===== src/rtl/mips_pkg.sv =====
// Shared MIPS datapath constants: widths, instruction field positions and
// the hard-wired zero register, plus the immediate sign-extension helper.
package mips_pkg;

  localparam int unsigned DATA_W     = 32;
  localparam int unsigned INSTR_W    = 32;
  localparam int unsigned REG_ADDR_W = 5;
  localparam int unsigned OPCODE_W   = 6;
  localparam int unsigned SHAMT_W    = 5;
  localparam int unsigned FUNCT_W    = 6;
  localparam int unsigned IMM_W      = 16;
  localparam int unsigned JADDR_W    = 26;

  // Low bit of each instruction field.
  localparam int unsigned OPCODE_LSB = 26;
  localparam int unsigned RS_LSB     = 21;
  localparam int unsigned RT_LSB     = 16;
  localparam int unsigned RD_LSB     = 11;
  localparam int unsigned SHAMT_LSB  = 6;
  localparam int unsigned FUNCT_LSB  = 0;
  localparam int unsigned IMM_LSB    = 0;
  localparam int unsigned JADDR_LSB  = 0;

  localparam logic [REG_ADDR_W-1:0] REG_ZERO = '0;

  function automatic logic [DATA_W-1:0] sign_ext_imm(input logic [IMM_W-1:0] imm);
    return {{(DATA_W - IMM_W){imm[IMM_W-1]}}, imm};
  endfunction

endpackage


===== src/rtl/decode_stage_if.sv =====
// Fetch-to-decode and decode-to-execute handshake bundle.
//   slave  : the decode stage view (consumes if_*, ex_ready; drives if_ready, id_*)
//   master : the surrounding pipeline view (opposite directions)
interface decode_stage_if #(
  parameter int unsigned DATA_W = mips_pkg::DATA_W
);

  logic                              if_valid;
  logic [mips_pkg::INSTR_W-1:0]      if_instrucao;
  logic [DATA_W-1:0]                 if_pc;
  logic                              if_ready;
  logic                              ex_ready;

  logic                              id_valid;
  logic [DATA_W-1:0]                 id_pc;
  logic [mips_pkg::OPCODE_W-1:0]     id_opcode;
  logic [mips_pkg::REG_ADDR_W-1:0]   id_rs;
  logic [mips_pkg::REG_ADDR_W-1:0]   id_rt;
  logic [mips_pkg::REG_ADDR_W-1:0]   id_rd;
  logic [mips_pkg::SHAMT_W-1:0]      id_shamt;
  logic [mips_pkg::FUNCT_W-1:0]      id_funct;
  logic [DATA_W-1:0]                 id_imm_ext;
  logic [mips_pkg::JADDR_W-1:0]      id_jaddr;
  logic [DATA_W-1:0]                 id_rs_data;
  logic [DATA_W-1:0]                 id_rt_data;

  modport slave (
    input  if_valid, if_instrucao, if_pc, ex_ready,
    output if_ready, id_valid, id_pc, id_opcode, id_rs, id_rt, id_rd, id_shamt,
           id_funct, id_imm_ext, id_jaddr, id_rs_data, id_rt_data
  );

  modport master (
    output if_valid, if_instrucao, if_pc, ex_ready,
    input  if_ready, id_valid, id_pc, id_opcode, id_rs, id_rt, id_rd, id_shamt,
           id_funct, id_imm_ext, id_jaddr, id_rs_data, id_rt_data
  );

endinterface


===== src/rtl/register_file.sv =====
// 2-read / 1-write register file with hard-wired zero register.
//   clk_fpga, reset (async, active-low clear of every register)
//   we/waddr/wdata     : synchronous write port (writes to register 0 dropped)
//   raddr_a/rdata_a,
//   raddr_b/rdata_b    : combinational read ports returning pre-write contents
module register_file #(
  parameter int unsigned DATA_W = mips_pkg::DATA_W,
  parameter int unsigned NREGS  = 32,
  parameter int unsigned ADDR_W = $clog2(NREGS)
) (
  input  logic              clk_fpga,
  input  logic              reset,
  input  logic              we,
  input  logic [ADDR_W-1:0] waddr,
  input  logic [DATA_W-1:0] wdata,
  input  logic [ADDR_W-1:0] raddr_a,
  output logic [DATA_W-1:0] rdata_a,
  input  logic [ADDR_W-1:0] raddr_b,
  output logic [DATA_W-1:0] rdata_b
);

  logic [DATA_W-1:0] regs_q [NREGS];

  always_ff @(posedge clk_fpga or negedge reset) begin
    if (!reset) begin
      regs_q <= '{default: '0};
    end else if (we && (waddr != '0)) begin
      regs_q[waddr] <= wdata;
    end
  end

  assign rdata_a = (raddr_a == '0) ? '0 : regs_q[raddr_a];
  assign rdata_b = (raddr_b == '0) ? '0 : regs_q[raddr_b];

endmodule


===== src/rtl/decode_stage.sv =====
// MIPS instruction-decode stage: IF/ID pipeline register, register file and
// field split, with a valid/ready handshake, stall and flush.
//   clk_fpga, reset (async, active-low)
//   flush                  : drop the held and incoming instruction
//   wb_en/wb_addr/wb_data  : register file write-back port
//   bus (decode_stage_if.slave) : if_* from fetch, id_* to control/execute
// Optional feature macro: WRITE_BYPASS_EN forwards a same-edge write-back into
// the captured operands and refreshes held operands during a stall.
module decode_stage #(
  parameter int unsigned DATA_W = mips_pkg::DATA_W,
  parameter int unsigned NREGS  = 32
) (
  input  logic                            clk_fpga,
  input  logic                            reset,
  input  logic                            flush,
  input  logic                            wb_en,
  input  logic [mips_pkg::REG_ADDR_W-1:0] wb_addr,
  input  logic [DATA_W-1:0]               wb_data,
  decode_stage_if.slave                   bus
);
  import mips_pkg::*;

  logic                  valid_q, valid_d;
  logic [INSTR_W-1:0]    instr_q, instr_d;
  logic [DATA_W-1:0]     pc_q, pc_d;
  logic [DATA_W-1:0]     rs_data_q, rs_data_d;
  logic [DATA_W-1:0]     rt_data_q, rt_data_d;

  logic                  accept;
  logic [REG_ADDR_W-1:0] in_rs, in_rt;
  logic [DATA_W-1:0]     rf_rs_data, rf_rt_data;
  logic [DATA_W-1:0]     cap_rs_data, cap_rt_data;

  assign bus.if_ready = !valid_q || bus.ex_ready;
  assign accept       = bus.if_valid && bus.if_ready;

  assign in_rs = bus.if_instrucao[RS_LSB +: REG_ADDR_W];
  assign in_rt = bus.if_instrucao[RT_LSB +: REG_ADDR_W];

  register_file #(
    .DATA_W (DATA_W),
    .NREGS  (NREGS),
    .ADDR_W (REG_ADDR_W)
  ) u_register_file (
    .clk_fpga (clk_fpga),
    .reset    (reset),
    .we       (wb_en),
    .waddr    (wb_addr),
    .wdata    (wb_data),
    .raddr_a  (in_rs),
    .rdata_a  (rf_rs_data),
    .raddr_b  (in_rt),
    .rdata_b  (rf_rt_data)
  );

`ifdef WRITE_BYPASS_EN
  logic wb_live;
  logic stall;
  assign wb_live = wb_en && (wb_addr != REG_ZERO);
  assign stall   = valid_q && !bus.ex_ready;
  // A write landing on the capture edge would otherwise be lost to this instruction.
  assign cap_rs_data = (wb_live && (wb_addr == in_rs)) ? wb_data : rf_rs_data;
  assign cap_rt_data = (wb_live && (wb_addr == in_rt)) ? wb_data : rf_rt_data;
`else
  assign cap_rs_data = rf_rs_data;
  assign cap_rt_data = rf_rt_data;
`endif

  always_comb begin
    valid_d   = valid_q;
    instr_d   = instr_q;
    pc_d      = pc_q;
    rs_data_d = rs_data_q;
    rt_data_d = rt_data_q;
    if (flush) begin
      valid_d = 1'b0;
    end else if (accept) begin
      valid_d   = 1'b1;
      instr_d   = bus.if_instrucao;
      pc_d      = bus.if_pc;
      rs_data_d = cap_rs_data;
      rt_data_d = cap_rt_data;
    end else if (bus.ex_ready) begin
      valid_d = 1'b0;
    end
`ifdef WRITE_BYPASS_EN
    else if (stall) begin
      if (wb_live && (wb_addr == instr_q[RS_LSB +: REG_ADDR_W])) rs_data_d = wb_data;
      if (wb_live && (wb_addr == instr_q[RT_LSB +: REG_ADDR_W])) rt_data_d = wb_data;
    end
`endif
  end

  always_ff @(posedge clk_fpga or negedge reset) begin
    if (!reset) begin
      valid_q   <= 1'b0;
      instr_q   <= '0;
      pc_q      <= '0;
      rs_data_q <= '0;
      rt_data_q <= '0;
    end else begin
      valid_q   <= valid_d;
      instr_q   <= instr_d;
      pc_q      <= pc_d;
      rs_data_q <= rs_data_d;
      rt_data_q <= rt_data_d;
    end
  end

  // Fields are slices of the registered word, so they are stable all cycle.
  assign bus.id_valid   = valid_q;
  assign bus.id_pc      = pc_q;
  assign bus.id_opcode  = instr_q[OPCODE_LSB +: OPCODE_W];
  assign bus.id_rs      = instr_q[RS_LSB +: REG_ADDR_W];
  assign bus.id_rt      = instr_q[RT_LSB +: REG_ADDR_W];
  assign bus.id_rd      = instr_q[RD_LSB +: REG_ADDR_W];
  assign bus.id_shamt   = instr_q[SHAMT_LSB +: SHAMT_W];
  assign bus.id_funct   = instr_q[FUNCT_LSB +: FUNCT_W];
  assign bus.id_imm_ext = sign_ext_imm(instr_q[IMM_LSB +: IMM_W]);
  assign bus.id_jaddr   = instr_q[JADDR_LSB +: JADDR_W];
  assign bus.id_rs_data = rs_data_q;
  assign bus.id_rt_data = rt_data_q;

endmodule

===== src/flat_wrapper.sv =====
// flat-port wrapper written by rule: the top's interface ports become plain ports
module decode_stage_flat import mips_pkg::*;
#(
  parameter int unsigned DATA_W = mips_pkg::DATA_W,
  parameter int unsigned NREGS  = 32
)
  (clk_fpga, reset, flush, wb_en, wb_addr, wb_data, bus_if_valid, bus_if_instrucao, bus_if_pc, bus_ex_ready, bus_if_ready, bus_id_valid, bus_id_pc, bus_id_opcode, bus_id_rs, bus_id_rt, bus_id_rd, bus_id_shamt, bus_id_funct, bus_id_imm_ext, bus_id_jaddr, bus_id_rs_data, bus_id_rt_data);
  decode_stage_if #(.DATA_W(DATA_W)) bus_i ();
  input  logic clk_fpga;
  input  logic reset;
  input  logic flush;
  input  logic wb_en;
  input  logic [mips_pkg::REG_ADDR_W-1:0] wb_addr;
  input  logic [DATA_W-1:0] wb_data;
  input wire logic [$bits(bus_i.if_valid)-1:0] bus_if_valid;
  input wire logic [$bits(bus_i.if_instrucao)-1:0] bus_if_instrucao;
  input wire logic [$bits(bus_i.if_pc)-1:0] bus_if_pc;
  input wire logic [$bits(bus_i.ex_ready)-1:0] bus_ex_ready;
  output wire logic [$bits(bus_i.if_ready)-1:0] bus_if_ready;
  output wire logic [$bits(bus_i.id_valid)-1:0] bus_id_valid;
  output wire logic [$bits(bus_i.id_pc)-1:0] bus_id_pc;
  output wire logic [$bits(bus_i.id_opcode)-1:0] bus_id_opcode;
  output wire logic [$bits(bus_i.id_rs)-1:0] bus_id_rs;
  output wire logic [$bits(bus_i.id_rt)-1:0] bus_id_rt;
  output wire logic [$bits(bus_i.id_rd)-1:0] bus_id_rd;
  output wire logic [$bits(bus_i.id_shamt)-1:0] bus_id_shamt;
  output wire logic [$bits(bus_i.id_funct)-1:0] bus_id_funct;
  output wire logic [$bits(bus_i.id_imm_ext)-1:0] bus_id_imm_ext;
  output wire logic [$bits(bus_i.id_jaddr)-1:0] bus_id_jaddr;
  output wire logic [$bits(bus_i.id_rs_data)-1:0] bus_id_rs_data;
  output wire logic [$bits(bus_i.id_rt_data)-1:0] bus_id_rt_data;
  assign bus_i.if_valid = bus_if_valid;
  assign bus_i.if_instrucao = bus_if_instrucao;
  assign bus_i.if_pc = bus_if_pc;
  assign bus_i.ex_ready = bus_ex_ready;
  assign bus_if_ready = bus_i.if_ready;
  assign bus_id_valid = bus_i.id_valid;
  assign bus_id_pc = bus_i.id_pc;
  assign bus_id_opcode = bus_i.id_opcode;
  assign bus_id_rs = bus_i.id_rs;
  assign bus_id_rt = bus_i.id_rt;
  assign bus_id_rd = bus_i.id_rd;
  assign bus_id_shamt = bus_i.id_shamt;
  assign bus_id_funct = bus_i.id_funct;
  assign bus_id_imm_ext = bus_i.id_imm_ext;
  assign bus_id_jaddr = bus_i.id_jaddr;
  assign bus_id_rs_data = bus_i.id_rs_data;
  assign bus_id_rt_data = bus_i.id_rt_data;
  decode_stage #(.DATA_W(DATA_W), .NREGS(NREGS)) u_core (.clk_fpga(clk_fpga), .reset(reset), .flush(flush), .wb_en(wb_en), .wb_addr(wb_addr), .wb_data(wb_data), .bus(bus_i));
endmodule

===== config.mk =====
export PLATFORM = sky130hd
export DESIGN_NAME = decode_stage_flat
export DESIGN_NICKNAME = d
export VERILOG_FILES = /design/src/rtl/mips_pkg.sv /design/src/rtl/decode_stage_if.sv /design/src/rtl/register_file.sv /design/src/rtl/decode_stage.sv /design/src/flat_wrapper.sv
export SDC_FILE = /design/constraint.sdc
export NUM_CORES = 2
export LEC_CHECK = 0
export CAP_MARGIN = 20
export CELL_PAD_IN_SITES_DETAIL_PLACEMENT = 1
export CELL_PAD_IN_SITES_GLOBAL_PLACEMENT = 1
export CORE_AREA = 2 2 415 293
export DETAILED_ROUTE_END_ITERATION = 8
export DIE_AREA = 0 0 417 295
export GPL_ROUTABILITY_DRIVEN = 0
export PLACE_DENSITY = 0.86
export SYNTH_ARGS = -nofsm -noshare
export SYNTH_HDL_FRONTEND = slang
export SYNTH_SLANG_ARGS = --single-unit

===== constraint.sdc =====
create_clock -name clk_fpga -period 2.7 [get_ports clk_fpga]
set_input_delay 0.81 -clock clk_fpga [delete_from_list [all_inputs] [get_ports clk_fpga]]
set_output_delay 0.81 -clock clk_fpga [all_outputs]
set_load 0.03 [all_outputs]

==> impl_metrics.env <==
export IMPL_die_h_um=295
export IMPL_worstPathBufferInverterCount=4
export IMPL_r2r_end="u_core.bus.id_rt_data[9]"
export IMPL_rows=106
export IMPL_htree_levels=3
export IMPL_crit_end="u_core.bus.id_rt_data[9]"
export IMPL_combPwrFrac=0.232
export IMPL_fin_nets=4723
export IMPL_syn_inst=4244
export IMPL_clk_pin_slew_ns=0.07
export IMPL_period_needed_ns=2.69
export IMPL_clock_latency_ns=0.78
export IMPL_hold_path_class="reg -> reg"
export IMPL_synth_top_cell_area_share=0.487
export IMPL_path_delay_family="buffers and inverters"
export IMPL_areaGrowthSynthToFinish_pct=20.3
export IMPL_mostFrequentLayoutCells="dfrtp_1 (1150), mux2_2 (1091), mux2i_1 (350)"
export IMPL_power_share_clock=0.321
export IMPL_switching_share=0.321
export IMPL_dr_pass1_iters=5
export IMPL_critical_path_class="in -> reg"
export IMPL_yosys_area_top_type="dfrtp_1"
export IMPL_final_common_cell="dfrtp_1"
export IMPL_avgSynthCellArea_um2=13.9
export IMPL_cts_sinks=1152
export IMPL_max_freq_mhz=371
export IMPL_synth_edf_count=0
export IMPL_dpl_worst_slack_ns=-0.497
export IMPL_worst_slew_margin_rel=0.356
export IMPL_p_int_w=0.0364
export IMPL_fp_dieArea_um2=123000
export IMPL_wire_per_inst_um=38.9
export IMPL_wirelength_um=244000
export IMPL_crit_start="bus_if_instrucao[19]"
export IMPL_place_area_um2=67300
export IMPL_slowest_delay_ns=0.54
export IMPL_ir_drop_uv=644
export IMPL_die_x_um=417
export IMPL_synth_cell_types=54
export IMPL_netlist_top_cells_area="dfrtp_1 (49%), mux2_2 (21%), mux4_2 (11%), mux2i_1 (5.9%), clkbuf_1 (1.4%)"
export IMPL_grt_overflow_total=0
export IMPL_antenna_found_initial=20
export IMPL_cts_tree="done"
export IMPL_start_util=0.497
export IMPL_power_switching_w=0.0172
export IMPL_required_ns=3.39
export IMPL_max_cap_violations=0
export IMPL_grt_pass1_wl_um=358000
export IMPL_numCtsBuffers=113
export IMPL_p_seq_frac=0.448
export IMPL_core_um2=119000
export IMPL_synthesis_area_um2=59100
export IMPL_seq_area_frac_synth=0.487
export IMPL_setup_slack_ns=0.00635
export IMPL_rsz0062_at_grt="false"
export IMPL_port_buffers=294
export IMPL_async_reset_ff_frac=1.00
export IMPL_timing_reg2reg_setup_slack_ns=0.40
export IMPL_route_detailed_drc=0
export IMPL_slew_viol_final=0
export IMPL_hold_viol_final=0
export IMPL_avgViaCountPerCell=7.22
export IMPL_critPathSlowestCell="clkdlybuf4s50_1"
export IMPL_cp_start_kind="input pin"
export IMPL_grt_start_max_net_pins=90
export IMPL_place_detailed_hpwl_um=155000
export IMPL_outcome="completed"
export IMPL_vias=45397
export IMPL_power_leakage_nw=31.6
export IMPL_cts_root_buf="clkbuf_16"
export IMPL_path_cells="clkdlybuf4s50_1 > buf_4 > nor4_4 > buf_12 > a211oi_4 > buf_4 > nand2_1 > a21oi_1 > a22o_1"
export IMPL_syn_num_nets=4351
export IMPL_r2r_start="u_core.bus.id_valid"
export IMPL_power_total_w=0.0535
export IMPL_ys_warn_count=0
export IMPL_r2r_cells=7
export IMPL_ys_seq_elements=1152
export IMPL_finalInstanceArea_um2=71200
export IMPL_end_kind="flip-flop"
export IMPL_cp_max_fo=15
export IMPL_io_pins=295
export IMPL_antenna_left=0
export IMPL_crit_cells=9
export IMPL_crit_arrival_ns=3.38
export IMPL_synth_flop_cell="dfrtp_1"
export IMPL_drive_gt1_frac=0.450
export IMPL_grt_usage=0.397
export IMPL_drt_iter0_markers=5824
export IMPL_p_per_area_nw_per_um2=752
export IMPL_finClkSkew_ns=0.0423
export IMPL_setup_violations=0
export IMPL_fin_crit_sh=0.998
export IMPL_grt_pass1_vias=49552
export IMPL_cts_buffer_depth=3
export IMPL_path_common_cell="buf_4"
export IMPL_worst_pin_slew_ns=0.963
[layer usage]
metal	up-vias	part of all wire	track usage	wire [µm]
met2	3595	0.45	0.609	111000
met5	-	0.00070	0	172
met4	26	0.072	0.250	17600
li1	16744	-	-	-
met3	1190	0.11	0.128	28000
met1	23842	0.36	0.489	87600
[worst reg2reg max path, cell delays in order (launching register included)]
cell and delay, ns:
dfrtp_1 0.39, nor2b_1 0.17, buf_4 0.17, a211oi_4 0.36, buf_4 0.42, nand2_1 0.14
a21oi_1 0.36, a22o_1 0.22
[how the worst min path moves through the flow]
stage,start,slack [ns],cells after the start,to
after floorplan,u_core.u_register_file.regs_q[1000],0.43,1,u_core.u_register_file.regs_q[1000]
after global placement,u_core.u_register_file.regs_q[1005],0.36,0,u_core.u_register_file.regs_q[1005]
after detailed placement,u_core.u_register_file.regs_q[1020],0.37,0,u_core.u_register_file.regs_q[1020]
after CTS,u_core.u_register_file.regs_q[1013],0.38,0,u_core.u_register_file.regs_q[1013]
after global routing,u_core.u_register_file.regs_q[1004],0.39,0,u_core.u_register_file.regs_q[1004]
final,u_core.u_register_file.regs_q[1013],0.38,0,u_core.u_register_file.regs_q[1013]
[synth_stat cells (2+ instances only)]
cell,count
nor2b_1,37
o211ai_1,30
buf_2,133
a32o_1,30
nand2b_1,2
nand3_1,71
nand4_1,2
mux2_1,23
nand3b_1,5
o221ai_1,31
a21oi_1,91
a31oi_1,31
or2_2,2
a22o_1,30
nor4b_2,2
and3_1,2
dfrtp_1,1152
nor2_1,52
a221oi_1,30
nor3b_1,4
buf_1,51
a311oi_1,2
mux2_2,1091
o22ai_1,33
nand2_1,154
mux2i_1,350
nor4_1,31
buf_6,15
a22oi_1,93
nor2_4,4
buf_8,2
mux4_2,295
clkbuf_1,213
o21ai_0,4
a211oi_1,32
buf_4,96
[what timing repair did]
item / CTS / global route
endpoints found under the setup margin: 82 / 12
endpoints found under the hold margin: 18 / 0
hold buffers: 1 / 0
buffers inserted: 0 / 0
gates resized for setup: 79 / 9
[cell type report]
| cell class | instances | area (µm²) |
|---|---|---|
| multi-input cells | 2579 | 28000 |
| repair buffers | 767 | 8480 |
| inverters | 3 | 11.3 |
| diodes | 8 | 20.0 |
| flip-flops and latches | 1152 | 28800 |
| well taps | 1566 | 1960 |
| clock buffers | 164 | 3370 |
| fillers | 10961 | 47800 |
| clock inverters | 45 | 531 |
[cell families (layout without fill, tap and decap cells)]
group / count (synthesis) / count (layout) / synth area share
simple gates: 380 / 380 / 0.0314
mux: 1759 / 1759 / 0.384
other cells: 0 / 8 / 0
compound gates: 440 / 440 / 0.0537
flops: 1152 / 1152 / 0.487
buf+inv: 513 / 979 / 0.0438
[power by group through the flow]
| stage | sequential, W | combinational (W) | clock [W] |
|---|---|---|---|
| detailed placement | 0.0237 | 0.0119 | 0 |
| CTS | 0.0237 | 0.0122 | 0.0172 |
| global route | 0.0241 | 0.0129 | 0.0178 |
| global placement | 0.0231 | 0.0112 | 0 |
| floorplan | 0.0230 | 0.00722 | 0 |
| finish | 0.0240 | 0.0124 | 0.0172 |
[sequential cells by signal, summed over array words and instances (netlist names)]
signal                         flops
u_core.u_register_file.regs_q   1023
u_core.bus.id_valid                1
u_core.bus.id_rs_data             32
u_core.bus.id_pc                  32
u_core.bus.id_rt_data             32
u_core.instr_q                    32
[through the flow]
step                cells   util  setup TNS [ns]  hold slack, ns
finish               6284  0.598               0           0.378
global route         6279  0.598               0           0.386
CTS                  6276  0.598               0           0.381
detailed placement   6066  0.566         -222.26           0.366
global placement     6066  0.566         -134.34           0.364
floorplan            4244      -               0           0.428
Note: power is estimated with default switching activity, not from simulation.
